$ cat config.mk
export PLATFORM = sky130hd
export DESIGN_NAME = rr_arbiter4
export DESIGN_NICKNAME = d
export VERILOG_FILES = /design/src/rtl/rr_arbiter4.sv
export SDC_FILE = /design/constraint.sdc
export NUM_CORES = 1
export LEC_CHECK = 0
export ABC_AREA = 1
export ABC_CLOCK_PERIOD_IN_PS = 3500
export CORE_MARGIN = 5
export CORE_UTILIZATION = 45
export DETAILED_ROUTE_END_ITERATION = 10
export HOLD_SLACK_MARGIN = 0.02
export PLACE_DENSITY = 0.71
export SLEW_MARGIN = 20
export SYNTH_ARGS = -nofsm -noshare
export SYNTH_HDL_FRONTEND = slang
export SYNTH_SLANG_ARGS = --single-unit
$ cat constraint.sdc
create_clock -name clk -period 3.5 [get_ports clk]
set_clock_uncertainty 0.1 [all_clocks]
set_input_delay 0.35 -clock clk [delete_from_list [all_inputs] [get_ports clk]]
set_output_delay 0.35 -clock clk [all_outputs]
set_load 0.02 [all_outputs]
$ cat src/rtl/rr_arbiter4.sv
// Four-requester round-robin arbiter with a registered one-hot grant,
// an active-low grant mirror, and a hold-time limit that preempts a lingering owner.
module rr_arbiter4 #(
    parameter int unsigned MAX_HOLD = 8
) (
    input  logic       clk,
    input  logic       rst,
    input  logic [3:0] req,
    output logic [3:0] gnt,
    output logic [3:0] gnt_n,
    output logic [1:0] gnt_id,
    output logic       busy,
    output logic       preempt
);

    localparam logic [7:0] HOLD_LIM = 8'(MAX_HOLD);

    typedef enum logic {
        IDLE,
        OWNED
    } state_t;

    state_t     state, state_nx;
    logic [3:0] gnt_nx;
    logic [1:0] gnt_id_nx;
    logic [1:0] last, last_nx;
    logic [7:0] hold_cnt, hold_nx;
    logic       preempt_nx;

    logic [3:0] cand;
    logic       arb;
    logic       found;
    logic [1:0] win;
    logic [1:0] idx;

    always_comb begin
        state_nx   = state;
        gnt_nx     = gnt;
        gnt_id_nx  = gnt_id;
        last_nx    = last;
        hold_nx    = hold_cnt;
        preempt_nx = 1'b0;
        cand       = req;
        arb        = 1'b0;
        found      = 1'b0;
        win        = '0;
        idx        = '0;

        case (state)
            IDLE: arb = 1'b1;
            OWNED: begin
                if (!req[gnt_id]) begin
                    arb = 1'b1;
                end else if ((req & ~gnt) != '0 && hold_cnt == HOLD_LIM) begin
                    // owner is masked out so the preempt always lands on a competitor
                    arb        = 1'b1;
                    preempt_nx = 1'b1;
                    cand       = req & ~gnt;
                end else if (hold_cnt < HOLD_LIM) begin
                    hold_nx = hold_cnt + 8'd1;
                end
            end
            default: arb = 1'b1;
        endcase

        for (int unsigned k = 1; k <= 4; k++) begin
            idx = last + 2'(k);
            if (!found && cand[idx]) begin
                found = 1'b1;
                win   = idx;
            end
        end

        if (arb) begin
            if (found) begin
                state_nx  = OWNED;
                gnt_nx    = 4'b0001 << win;
                gnt_id_nx = win;
                last_nx   = win;
                hold_nx   = 8'd1;
            end else begin
                state_nx   = IDLE;
                gnt_nx     = '0;
                gnt_id_nx  = '0;
                hold_nx    = '0;
                preempt_nx = 1'b0;
            end
        end
    end

    always_ff @(posedge clk) begin
        if (rst) begin
            state    <= IDLE;
            gnt      <= '0;
            gnt_id   <= '0;
            last     <= 2'd3;
            hold_cnt <= '0;
            preempt  <= 1'b0;
        end else begin
            state    <= state_nx;
            gnt      <= gnt_nx;
            gnt_id   <= gnt_id_nx;
            last     <= last_nx;
            hold_cnt <= hold_nx;
            preempt  <= preempt_nx;
        end
    end

    assign gnt_n = ~gnt;
    assign busy  = |gnt;

endmodule
==> metrics.txt <==
R2R Setup Slk 1170 ps; synth top area cells dfxtp_1 32%, nand2_1 18%, nand3_1 9.8%, inv_1 6.7%, nand3_2 5.4%; pin count of the biggest net entering global routing 11; syn nets 180; Arrival @ worst endpoint 2420 ps; FF-to-FF End gnt[0]; share of Yosys cell area claimed by the top area cell type 32.1%; async set or reset register ratio after synthesis 0%; critical path class input pin to flop; CP endpoint kind flop; Critical Path RT 3590 ps; DRC 0; Hold Crit Depth 2; Slew @ Worst Pin 394 ps; run status completed; CTS H-Tree Depth 1; Die Y-Extent 59.9 µm; Pwr Density 867 nW/µm²; Post-DP HPWL 2.20 mm; GR Util All Layers 15.6%; cts bufs inserted 3; vias per cell 5.12; cts hold-fix bufs 0; Clock Sinks 18; initial core utilization 46.1%; grt total ovfl 0; synth warn 0; fill cell count 247; Die Width 59.9 µm; final wirelength 2.61 mm; Final ANT Viol Nets 0; site row count 18; min-delay src hold_cnt[7]; Seq. cell area 360 µm²; drt initial violations 56; Worst-path clk slew 110 ps; Worst Hold Class flop to flop; later-pin clock latency in the skew report 300 ps; Core Area 2430 µm²; Max-Cap Viols 0; Post-CTS Setup Bufs 0; relative slew slack 73.6%; die area 3590 µm²; most frequent cell after synthesis nand2_1; Post-Synthesis Cells 172; Peak VDD IR 564 µV; vias in the first global route 1077; number of setup violations in the final report 0; leakage 0.653 nW; synth cell count leaders 53 x nand2_1, 22 x nand3_1, 20 x inv_1, 18 x dfxtp_1, 8 x nand2_2; startpoint types input pin; Mapped Avg Cell Area 6.52 µm²; post-synth cell types 22; fmax 429 MHz; post-synth top area cell dfxtp_1; WL per Instance 11.9 µm; PortBufs 17; io pins 18; TritonRoute pass-1 iters 4; Setup TNS Final 0 ps; initial antenna violation count 0; P&R area growth vs syn 19.9%; Vias 1127; Seq/Total Area, Yosys 32.1%; register bit total from synthesis 18; Worst Hold End hold_cnt[7]; Longest Clk Path Bufs 2; reg-to-reg startpoint hold_cnt[0]; CTS tree yes; WHS 350 ps; crit-path max FO 5; RSZ-0062 raised after global routing no; antenna cells 0; Worst Reg-to-Reg Cells 17; Root Driver clkbuf_4; Post-synth EDFFs 0; crit path time final 2330 ps; area of the mapped netlist 1120 µm²; Resized Gates After CTS 0; first-pass GRT wire length 4.35 mm; final period utilization 66.6%; global placement routability congestion 0.840; Top FF cell, synth dfxtp_1; count of pins over their slew limit 0; Final #Nets 199; area taken by multi-input logic gates 642 µm²; layout cells sized above 1 17.4%; final hold violations 0
stage by stage:
step / setup slack [ps] / utilization [%] / power, mW / std cells / cell area [µm²]
after floorplan: 1500 / - / 0.825 / 172 / 1120
after global placement: 916 / 53.8 / 1.03 / 216 / 1310
after detailed placement: 879 / 53.8 / 1.04 / 216 / 1310
after CTS: 1170 / 55.2 / 1.17 / 220 / 1340
after global routing: 919 / 55.2 / 1.25 / 220 / 1340
final: 1170 / 55.2 / 1.17 / 220 / 1340
final cells by class:
class                      count  share of cell area (%)
clock buffer                   4                    2.70
inverter                      26                    7.26
multi-input combinational    125                    47.8
sequential                    18                    26.8
tap                           30                    2.79
timing repair buffer          17                    12.7
worst max-delay path, cell delays in order:
cell and delay, ps:
clkdlybuf4s50_1 510, nand2_1 110, nand2_1 90, nor2_2 50, nor2_2 130, nand2_2 100, nand2_1 100, nand3_1 150
nand3_2 140, nand2_2 70, nor2_2 120, nand3_1 170, nand3_2 150, inv_1 60, nand3_1 80, nand2_1 50
logic make-up (layout without fill, tap and decap cells):
| group | Yosys count | count (layout) | synth area share (%) |
|---|---|---|---|
| DFF | 18 | 18 | 32.1 |
| xor gates and xnor gates | 1 | 1 | 1.45 |
| buffers and inverters | 29 | 47 | 10.6 |
| AOI/OAI and AO/OA | 14 | 14 | 7.03 |
| adders and majority gates | 2 | 2 | 2.23 |
| and+or+nand+nor | 108 | 108 | 46.5 |
flip-flops by register name, summed over array words and instances, names as in the netlist:
| register | count |
|---|---|
| state | 1 |
| preempt | 1 |
| gnt | 4 |
| last | 2 |
| hold_cnt | 8 |
| gnt_id | 2 |
worst max path at each step:
stage | slack [ps] | start | to | cells past startpoint
after floorplan | 1500 | gnt[2] | gnt[1] | 17
after global placement | 920 | req[0] | gnt[0] | 16
after detailed placement | 880 | req[1] | gnt[0] | 16
after CTS | 1170 | req[1] | gnt[0] | 16
after global routing | 920 | hold_cnt[0] | gnt[2] | 18
final | 1170 | req[2] | gnt[0] | 16
routing by layer:
layer  wire [µm]  GRT usage [%]  vias to the layer above  part of all wire, %
met5           0              0                        -                    0
met4          23           7.28                        0                 0.88
met3          77           3.46                        2                  3.0
met2        1320           26.1                       19                   51
met1        1190           18.8                      522                   46
li1            -              -                      584                    -
layout by cell type (no fill, tap or decap):
| cell type | count |
|---|---|
| a21oi_1 | 6 |
| a21oi_2 | 1 |
| clkbuf_4 | 3 |
| clkbuf_8 | 1 |
| clkdlybuf4s50_1 | 17 |
| dfxtp_1 | 18 |
| ha_1 | 2 |
| inv_1 | 20 |
| inv_2 | 6 |
| nand2_1 | 53 |
| nand2_2 | 8 |
| nand3_1 | 22 |
| nand3_2 | 6 |
| nand4_1 | 2 |
| nor2_1 | 6 |
| nor2_2 | 5 |
| nor2_4 | 1 |
| nor3_1 | 5 |
| o21ai_0 | 5 |
| o21ai_2 | 1 |
| o22ai_1 | 1 |
| xnor2_2 | 1 |
power breakdown:
group / switching, mW / internal, mW / leakage [nW]
Sequential: 0.0584 / 0.251 / 0.147
Combinational: 0.454 / 0.276 / 0.484
Clock: 0.0624 / 0.0634 / 0.0210
Power figures use the tool's default switching activity.
